<file path="src/rtl/stream_net_pkg.sv">
// Shared helpers for the stream network switch points.
// Provides default-configuration index types and the wrapping
// round-robin increment used by every arbitration lane.
package stream_net_pkg;

  localparam int unsigned def_num_inp = 4;
  localparam int unsigned def_num_out = 4;

  // Index of an input / output in the default 4x4 configuration
  typedef logic [$clog2(def_num_inp)-1:0] idx_inp_t;
  typedef logic [$clog2(def_num_out)-1:0] sel_oup_t;

  // Increment that wraps at n, valid for non-power-of-two n
  function automatic int unsigned rr_next(input int unsigned idx, input int unsigned n);
    return ((idx + 1) >= n) ? 0 : (idx + 1);
  endfunction

endpackage

</file>
<file path="src/rtl/stream_switch_arb_lane.sv">
// One output's arbiter: round-robin pointer, lock-in state and rotating
// priority search over the requests targeting this output.
// Ports:
//   clk_i, rst_i (sync, active-high), flush_i  - clock / reset / state clear
//   req_i   [NumInp]   - requests targeting this output
//   rr_i    [IdxWidth] - external search start (ExtPrio only)
//   ready_i            - downstream ready of this output
//   valid_c            - combinational output valid
//   idx_c   [IdxWidth] - combinational granted input, 0 when idle
module stream_switch_arb_lane
  import stream_net_pkg::*;
#(
  parameter int unsigned NumInp   = 4,
  parameter bit          LockIn   = 1'b1,
  parameter bit          ExtPrio  = 1'b0,
  parameter int unsigned IdxWidth = $clog2(NumInp)
) (
  input  logic                clk_i,
  input  logic                rst_i,
  input  logic                flush_i,
  input  logic [NumInp-1:0]   req_i,
  input  logic [IdxWidth-1:0] rr_i,
  input  logic                ready_i,
  output logic                valid_c,
  output logic [IdxWidth-1:0] idx_c
);

  logic [IdxWidth-1:0] rr_q, rr_d;
  logic                lock_q, lock_d;
  logic [IdxWidth-1:0] lock_idx_q, lock_idx_d;
  logic [IdxWidth-1:0] start;
  logic [IdxWidth-1:0] grant;
  logic                found;
  logic [IdxWidth-1:0] cand;

  // Rotating search from start, overridden by a still-requesting lock owner
  always_comb begin
    start = ExtPrio ? rr_i : rr_q;
    grant = '0;
    found = 1'b0;
    cand  = '0;
    for (int unsigned k = 0; k < NumInp; k++) begin
      cand = IdxWidth'((32'(start) + k) % NumInp);
      if (!found && req_i[cand]) begin
        found = 1'b1;
        grant = cand;
      end
    end
    // A lock whose owner dropped its request is ignored
    if (lock_q && req_i[lock_idx_q]) begin
      grant = lock_idx_q;
    end
  end

  assign valid_c = |req_i;
  assign idx_c   = valid_c ? grant : '0;

  // Pointer and lock update; flush overrides the normal update
  always_comb begin
    rr_d       = rr_q;
    lock_d     = lock_q;
    lock_idx_d = lock_idx_q;
    if (valid_c && ready_i) begin
      lock_d = 1'b0;
      if (!ExtPrio) begin
        rr_d = IdxWidth'(rr_next(32'(grant), NumInp));
      end
    end else if (valid_c && LockIn) begin
      lock_d     = 1'b1;
      lock_idx_d = grant;
    end
    if (flush_i) begin
      rr_d       = '0;
      lock_d     = 1'b0;
      lock_idx_d = '0;
    end
  end

  always_ff @(posedge clk_i) begin
    if (rst_i) begin
      rr_q       <= '0;
      lock_q     <= 1'b0;
      lock_idx_q <= '0;
    end else begin
      rr_q       <= rr_d;
      lock_q     <= lock_d;
      lock_idx_q <= lock_idx_d;
    end
  end

endmodule

</file>
<file path="src/rtl/stream_switch_arbiter.sv">
// Per-output round-robin arbitration with lock-in for one crossbar switch
// point. The payload mux lives outside and is steered by oup_idx_o.
// Ports:
//   clk_i, rst_i (sync, active-high), flush_i - clock / reset / state clear
//   rr_i        [NumOut][IdxWidth] - external start per output (ExtPrio)
//   sel_i       [NumInp][SelWidth] - target output per input
//   valid_i     [NumInp]           - input requests
//   ready_o     [NumInp]           - input handshake (combinational)
//   oup_valid_o [NumOut]           - output valid (combinational)
//   oup_idx_o   [NumOut][IdxWidth] - granted input per output (combinational)
//   oup_ready_i [NumOut]           - downstream ready
module stream_switch_arbiter
  import stream_net_pkg::*;
#(
  parameter int unsigned NumInp   = 4,
  parameter int unsigned NumOut   = 4,
  parameter bit          LockIn   = 1'b1,
  parameter bit          ExtPrio  = 1'b0,
  parameter int unsigned IdxWidth = $clog2(NumInp),
  parameter int unsigned SelWidth = $clog2(NumOut)
) (
  input  logic                             clk_i,
  input  logic                             rst_i,
  input  logic                             flush_i,
  input  logic [NumOut-1:0][IdxWidth-1:0]  rr_i,
  input  logic [NumInp-1:0][SelWidth-1:0]  sel_i,
  input  logic [NumInp-1:0]                valid_i,
  output logic [NumInp-1:0]                ready_o,
  output logic [NumOut-1:0]                oup_valid_o,
  output logic [NumOut-1:0][IdxWidth-1:0]  oup_idx_o,
  input  logic [NumOut-1:0]                oup_ready_i
);

  logic [NumOut-1:0][NumInp-1:0] req;

  // Request matrix; a select beyond NumOut matches no output
  always_comb begin
    req = '0;
    for (int unsigned j = 0; j < NumOut; j++) begin
      for (int unsigned i = 0; i < NumInp; i++) begin
        req[j][i] = valid_i[i] && (sel_i[i] == SelWidth'(j));
      end
    end
  end

  for (genvar j = 0; j < NumOut; j++) begin : g_lane
    stream_switch_arb_lane #(
      .NumInp  (NumInp),
      .LockIn  (LockIn),
      .ExtPrio (ExtPrio),
      .IdxWidth(IdxWidth)
    ) u_lane (
      .clk_i  (clk_i),
      .rst_i  (rst_i),
      .flush_i(flush_i),
      .req_i  (req[j]),
      .rr_i   (rr_i[j]),
      .ready_i(oup_ready_i[j]),
      .valid_c(oup_valid_o[j]),
      .idx_c  (oup_idx_o[j])
    );
  end

  // An input is ready when it owns its selected output and that output is ready
  always_comb begin
    ready_o = '0;
    for (int unsigned i = 0; i < NumInp; i++) begin
      for (int unsigned j = 0; j < NumOut; j++) begin
        if (req[j][i] && oup_ready_i[j] && (oup_idx_o[j] == IdxWidth'(i))) begin
          ready_o[i] = 1'b1;
        end
      end
    end
  end

endmodule

</file>
<file path="config.mk">
export PLATFORM = sky130hd
export DESIGN_NAME = stream_switch_arbiter
export DESIGN_NICKNAME = d
export VERILOG_FILES = /design/src/rtl/stream_net_pkg.sv /design/src/rtl/stream_switch_arb_lane.sv /design/src/rtl/stream_switch_arbiter.sv
export SDC_FILE = /design/constraint.sdc
export NUM_CORES = 1
export LEC_CHECK = 0
export CORE_MARGIN = 4
export CORE_UTILIZATION = 48
export CTS_CLUSTER_SIZE = 14
export DETAILED_ROUTE_END_ITERATION = 10
export PLACE_DENSITY = 0.78
export SYNTH_ARGS = -nofsm -noshare
export SYNTH_HDL_FRONTEND = slang
export SYNTH_HIERARCHICAL = 1
export SYNTH_SLANG_ARGS = --single-unit
</file>
<file path="constraint.sdc">
create_clock -name clk_i -period 3.23 [get_ports clk_i]
set_input_delay 0.646 -clock clk_i [delete_from_list [all_inputs] [get_ports clk_i]]
set_output_delay 0.646 -clock clk_i [all_outputs]
set_load 0.02 [all_outputs]
</file>
Word level (Yosys, flattened, before mapping)
Index checks and enable logic that the tools add are counted.
Widths: inputs -> output; s select.
- bits in latches: 0
- register bits after elaboration: 20
- memories kept: 0
- word-level logic and storage cells: 277
- output and inout bits: 16
- RAM bits: 0
- bits in read-only memories: 0
- multipliers: 0
- reduce and logical (&&, ||, !) cells: 101
- equal/unequal tests: 24
- $lt $le $gt $ge: 24
- shift-type cells: 0
- add/subtract/negate cells: 16
- multiplexer cells: 96
- divide/modulo/power cells: 0
- bitwise logic cells: 4
- operator list (kind ; number):
    $logic_and 1x1->1 ; 68
    $lt 2x3->1 const B ; 20
    $mux 2 ; 28
    $mux 1 ; 48
    $bmux 1 s2 ; 20
    $eq 2x2->1 const B ; 16
    $add 2x2->2 const B ; 8
    $eq 2x1->1 const B ; 8
    $logic_not 2->1 ; 8
    $reduce_or 4->1 ; 4
    $add 2x1->3 const B ; 4
    $ge 3x3->1 const B ; 4
    $logic_not 1->1 ; 12
    $reduce_or 3->1 ; 4
    $add 2x1->2 const B ; 4
    $reduce_and 2->1 ; 4
    $not 1->1 ; 4
    $reduce_or 2->1 ; 1

Depth between registers and ports, before layout
Gate-level depths: netlist (run 1).
- depth after elaboration: 22
- gate-level depth with buffers: 9
- gate-level depth less buffers: 9

By module
The synthesis (run 1) kept the hierarchy.
- modules (own cells, without submodules) (module ; area each (µm²) ; instances ; cells each):
    stream_switch_arb_lane ; 469.2 ; 4 ; 50
    stream_switch_arbiter ; 307.8 ; 1 ; 45

Worst setup path after synthesis (run 1)
Ideal clock, no wire load.
- kind: input -> output
- start point: input sel_i[0] (netlist bit)
- end point: output ready_o[2]
- setup slack: -0.267 ns
- arrival: 2.851 ns
- stages: 7
- path buffers: 0
- required time: 2.584 ns
- cells stage by stage: nor3b_1 -> a21o_2 -> a21boi_0 -> o22a_2 -> mux2_2 -> and4b_2 -> or4_1
- RTL lines (what ; line ; RTL):
    start, declared ; stream_switch_arbiter.sv:26 ; input logic [NumInp-1:0][SelWidth-1:0] sel_i,
    end, declared ; stream_switch_arbiter.sv:28 ; output logic [NumInp-1:0] ready_o,

==> flow_summary.json, run 1 <==
{
  "wl_met1_um": 3085,
  "status": "finished, violations left",
  "die_y_um": 75.46,
  "power.density_mw_per_mm2": 226.7,
  "drc_errors": 0,
  "cts_buffers": 3,
  "track_usage_pct": 27.59,
  "start_kind": "input pin",
  "drt-initial-drc-count": 227,
  "fin_cells": 402,
  "synth_top_area_share_pct": 18.33,
  "antenna_left": 0,
  "max_cap_viol_count": 0,
  "synth_most_common_cell": "nor2_1",
  "ys.flop_type": "dfxtp_1",
  "dp_hpwl_um": 5007,
  "portBuffers": 34,
  "drv_slew": 0,
  "leakagePower_nw": 1.502,
  "antenna_found_initial": 0,
  "cts-root-buf": "clkbuf_8",
  "maxSlewHeadroom_pct": 70.93,
  "grt_pass1_vias": 2473,
  "pre_cts_slack_ns": -1.082,
  "worst_pin_slew_ns": 0.4321,
  "gp_congestion": 0.9271,
  "die_w_um": 75.46,
  "p_seq_share_pct": 34.9,
  "hp-class": "reg2reg",
  "syn_area_sq_mm": 0.002185,
  "fin_util_pct": 76.51,
  "cp.arrival_ns": 2.74,
  "synth_edf_count": 0,
  "synth-seq-cells": 20,
  "fin_ws_ns": -0.1604,
  "num_vias": 2444,
  "synth.avg_cell_area_sq_um": 8.917,
  "initial_core_util_pct": 49.83,
  "fillCellCount": 292,
  "grt_pass1_wl_um": 12210,
  "cts_max_level": 1,
  "regArea_sq_um": 400.4,
  "p_sw_mw": 0.2496,
  "switching_share_pct": 32.82,
  "wl_met3_um": 560,
  "drt-total-wl_um": 7622,
  "core_sq_mm": 0.004384,
  "wl_per_cell_um": 18.96,
  "period_needed_ns": 3.390,
  "n_antenna_cell": 0,
  "multi_input_area_sq_mm": 0.001867,
  "cts_buffer_depth": 2,
  "cts.sinks": 20,
  "grt_overflow": 0,
  "critPathMaxFanout": 6,
  "synth_common_cells": "nor2_1, dfxtp_1, nand2_1",
  "cp_data_required_time_ns": 2.58,
  "routed-wl-met2_um": 3749,
  "dieArea_sq_mm": 0.005694,
  "hold_viol_final": 0,
  "final_layout_size_suffix_gt1_share_pct": 51.71,
  "end_kind": "primary output",
  "crit_type": "in2out",
  "finalSetupViolCount": 3,
  "yosys_warnings": 6,
  "synth_fp_nets": 272,
  "place_inst": 385,
  "peakVddDrop_mv": 0.1428,
  "pwr-share-clk_pct": 23.0,
  "p_int_mw": 0.5109,
  "pwr-share-comb_pct": 42.1,
  "violations": "negative setup slack",
  "synth.area.top_cells": "dfxtp_1, mux2i_1, mux4_1, nor2_1, buf_6",
  "synth_top_area_cell": "dfxtp_1",
  "ctsHoldBuffers": 0,
  "clk_latency_ns": 0.26,
  "timing.clock.skew_ns": 0.0009110,
  "ys_seq_area_share_pct": 18.33,
  "finalCritPeriodShare_pct": 105.0,
  "rsz0062_at_grt": "yes",
  "grt_max_degree": 11,
  "io_pins": 43,
  "drt_pass1_iterations": 4,
  "clk_pin_slew_ns": 0.08,
  "row_count": 24,
  "synthArstFlopShare_pct": 0,
  "area_growth_pct": 53.55,
  "vias_per_cell": 6.080,
  "yosysUniqueCellTypes": 45,
  "cts_tree": "done",
  "syn_inst": 245,
  "final_nets": 379,
  "highest_layer": "met4",
  "fmaxAchievable_mhz": 294.9
}
final timing paths:
check                                         startpoint                  endpoint  slack (ns)  cells after the start
worst max-delay path                            sel_i[0]                ready_o[2]       -0.16                     10
worst min-delay path             g_lane[0].u_lane/lock_q   g_lane[0].u_lane/lock_q        0.54                      2
worst max register to register  g_lane[3].u_lane/rr_q[1]  g_lane[3].u_lane/rr_q[0]        1.43                      7
worst min register to register   g_lane[0].u_lane/lock_q   g_lane[0].u_lane/lock_q        0.54                      2
per-layer routing:
metal | global-route usage [%] | vias to the layer above
met2 | 46.98 | 120
met4 | 8.738 | 0
li1 | - | 1133
met1 | 35.42 | 1164
met3 | 4.749 | 27
met5 | 0 | -
kinds of logic after synthesis:
kind of cell           count (synthesis)  synth area share [%]
multiplexers                          28                 16.50
AND/OR/NAND/NOR                      127                 36.48
AO/OA/AOI/OAI                         53                 22.11
flip-flops                            20                 18.33
XOR/XNOR                               4                 1.604
buffers and inverters                 13                 4.983
layout make-up:
| cell class | instances | share of cell area (%) |
|---|---|---|
| clock buffer | 3 | 1.231 |
| inverter | 5 | 0.5595 |
| multi-input combinational | 212 | 55.65 |
| sequential | 20 | 11.94 |
| tap | 52 | 1.940 |
| timing repair buffer | 110 | 28.68 |
registers in the layout, summed over array words and instances, names as in the netlist:
signal / count
g_lane.u_lane/lock_idx_q: 8
g_lane.u_lane/lock_q: 4
g_lane.u_lane/rr_q: 8
power groups by stage:
| stage | registers, mW | logic (mW) | clock network, mW |
|---|---|---|---|
| global route | 0.267 | 0.342 | 0.187 |
| detailed placement | 0.269 | 0.274 | 0 |
| floorplan | 0.265 | 0.152 | 0 |
| finish | 0.265 | 0.320 | 0.175 |
| CTS | 0.264 | 0.297 | 0.178 |
| global placement | 0.269 | 0.268 | 0 |
cells in the final DEF, fill, tap and decap left out, drive strengths merged, types with 5 or more instances in the layout:
cell,n
mux2,12
clkdlybuf4s50,12
mux2i,12
nand2b,13
a21oi,8
inv,5
dfxtp,20
nor3b,6
a21boi,8
and4b,6
buf,92
or4,7
nor2,32
nand2,21
nor2b,8
o221ai,8
stage by stage:
stage | hold WS, ns | setup TNS (ns) | cell area [sq um] | total power [mW]
after detailed placement | 0.5264 | -7.891 | 2997 | 0.5428
after global placement | 0.5236 | -7.481 | 2997 | 0.5367
final | 0.5353 | -0.4408 | 3354 | 0.7604
after floorplan | 0.5003 | -0.04658 | 2216 | 0.4168
after CTS | 0.5416 | -0.3136 | 3217 | 0.7387
after global routing | 0.5704 | -0.6566 | 3354 | 0.7956
critical path: stages:
cell	delay, ns
buf_6	0.11
and3b_2	0.27
buf_6	0.15
nor2b_4	0.16
nor2_1	0.05
o22a_2	0.21
mux2_4	0.27
and4b_1	0.19
or4_4	0.54
buf_6	0.15
what timing repair did:
item / 4_1_cts / 5_1_grt
pin swaps: 20 / 4
resized for setup: 129 / 26
buffers inserted: 9 / 5
setup endpoints to repair: 16 / 8
hold endpoints to repair: 0 / 0
Note: power is estimated with default switching activity, not from simulation.
==> run 2, diff against run 1 <==
--- a/config.mk
+++ b/config.mk
@@ -9,7 +9,7 @@
 export CORE_UTILIZATION = 48
 export CTS_CLUSTER_SIZE = 14
 export DETAILED_ROUTE_END_ITERATION = 10
-export PLACE_DENSITY = 0.78
+export PLACE_DENSITY_LB_ADDON = 0.05
 export SYNTH_ARGS = -nofsm -noshare
 export SYNTH_HDL_FRONTEND = slang
 export SYNTH_HIERARCHICAL = 1
==> flow_summary.json, run 2 (synthesis gave the netlist of run 1 again) <==
{
  "drt_pass1_iterations": 4,
  "pwr-share-clk_pct": 23.7,
  "drt-initial-drc-count": 135,
  "grt_overflow": 0,
  "max_cap_viol_count": 0,
  "drc_errors": 0,
  "antenna_left": 0,
  "period_needed_ns": 3.416,
  "wl_per_cell_um": 16.07,
  "grt_pass1_vias": 2185,
  "layout_commonest_cell": "buf_4",
  "fin_cells": 406,
  "end_kind": "primary output",
  "num_vias": 2292,
  "vias_per_cell": 5.645,
  "cts_max_level": 1,
  "tns_ns": -0.5864,
  "antenna_found_initial": 0,
  "row_count": 24,
  "grt_max_degree": 11,
  "critPathMaxFanout": 6,
  "leakagePower_nw": 1.499,
  "finalCritPeriodShare_pct": 105.8,
  "cp_data_required_time_ns": 2.58,
  "wl_met3_um": 232,
  "whs_path_depth": 2,
  "fillCellCount": 330,
  "fin_ws_ns": -0.1863,
  "die_w_um": 75.46,
  "drv_slew": 0,
  "clk_pin_slew_ns": 0.08,
  "io_pins": 43,
  "highest_layer": "met4",
  "clk_latency_ns": 0.27,
  "reg_top3": "g_lane.u_lane/lock_idx_q (8), g_lane.u_lane/rr_q (8), g_lane.u_lane/lock_q (4)",
  "cts-root-buf": "clkbuf_8",
  "place_inst": 383,
  "crit_type": "in2out",
  "pwr-share-comb_pct": 41.0,
  "reg2regPathDepth": 9,
  "peakVddDrop_mv": 0.1476,
  "p_sw_mw": 0.2399,
  "routed-wl-met2_um": 3266,
  "worst_pin_slew_ns": 0.3609,
  "fmaxAchievable_mhz": 292.7,
  "timing.clock.skew_ns": 0.0007979,
  "mostFrequentLayoutCells": "buf_4, nor2_1, dfxtp_1",
  "violations": "negative setup slack",
  "drt-total-wl_um": 6525,
  "finalSetupViolCount": 4,
  "final_layout_size_suffix_gt1_share_pct": 52.26,
  "hp-class": "reg2reg",
  "rsz0062_at_grt": "yes",
  "initial_core_util_pct": 49.83,
  "gp_congestion": 0.8590,
  "p_int_mw": 0.5071,
  "status": "finished, violations left",
  "maxSlewHeadroom_pct": 75.74,
  "ctsHoldBuffers": 0,
  "switching_share_pct": 32.12,
  "dieArea_sq_mm": 0.005694,
  "n_antenna_cell": 0,
  "final_nets": 383,
  "die_y_um": 75.46,
  "cts_buffer_depth": 2,
  "grt_pass1_wl_um": 10100,
  "dp_hpwl_um": 4738,
  "start_kind": "input pin",
  "core_sq_mm": 0.004384,
  "cts_tree": "done",
  "cts.sinks": 20,
  "portBuffers": 34,
  "cts_buffers": 3,
  "hold_viol_final": 0,
  "track_usage_pct": 22.95,
  "area_growth_pct": 51.95,
  "p_seq_share_pct": 35.3,
  "power.density_mw_per_mm2": 225.0,
  "cp.arrival_ns": 2.77,
  "wl_met1_um": 2902
}
[run 2: path summary, 6_finish.rpt]
| path | startpoint | end | slack (ns) |
|---|---|---|---|
| worst min-delay path | g_lane[2].u_lane/lock_q | g_lane[2].u_lane/lock_q | 0.54 |
| worst max-delay path | valid_i[0] | ready_o[2] | -0.19 |
| worst min register to register | g_lane[2].u_lane/lock_q | g_lane[2].u_lane/lock_q | 0.54 |
| worst max register to register | g_lane[1].u_lane/lock_idx_q[0] | g_lane[1].u_lane/rr_q[1] | 1.29 |
[run 2: layout make-up]
type | count | area, sq um | share of cell area, %
repair buffers | 114 | 965.9 | 29.10
well taps | 52 | 65.06 | 1.960
flip-flops and latches | 20 | 400.4 | 12.06
inverters | 5 | 18.77 | 0.5654
clock buffers | 3 | 41.29 | 1.244
multi-input cells | 212 | 1828 | 55.07
[run 2: worst max-delay path, stage by stage]
cell and delay (ns):
buf_8 0.10, nor3b_4 0.16, buf_4 0.14, mux4_2 0.46, nand2_2 0.10, mux2_4 0.30, and4b_2 0.21, or4_4 0.51
buf_6 0.15
[run 2: stage by stage]
step / hold WS [ns] / cell area [sq um] / worst slack, ns / power (mW) / utilization [%]
after floorplan: 0.5003 / 2216 / -0.04658 / 0.4168 / -
after global placement: 0.5231 / 2982 / -1.106 / 0.5365 / 68.01
after detailed placement: 0.5245 / 2982 / -1.110 / 0.5385 / 68.01
after CTS: 0.5389 / 3199 / -0.1572 / 0.7382 / 72.97
after global routing: 0.5595 / 3319 / -0.2248 / 0.7844 / 75.71
final: 0.5417 / 3319 / -0.1863 / 0.7470 / 75.71
[run 2: repair_timing]
action                                  4_1_cts  5_1_grt
setup buffers                                16        5
gates resized for setup                     120       33
endpoints found under the setup margin       15        8
pin swaps                                    21       12
cloned                                        0        0
[run 2: power by group through the flow]
stage | Sequential (mW) | Combinational (mW) | Clock, mW
after detailed placement | 0.269 | 0.270 | 0
after floorplan | 0.265 | 0.152 | 0
after global routing | 0.265 | 0.328 | 0.192
after CTS | 0.263 | 0.291 | 0.184
after global placement | 0.269 | 0.268 | 0
final | 0.264 | 0.307 | 0.177
[run 2: routing by layer]
metal	vias to the layer above	global-route usage, %
li1	1137	-
met1	1103	30.66
met2	41	37.58
met3	11	3.034
met4	0	8.738
met5	-	0
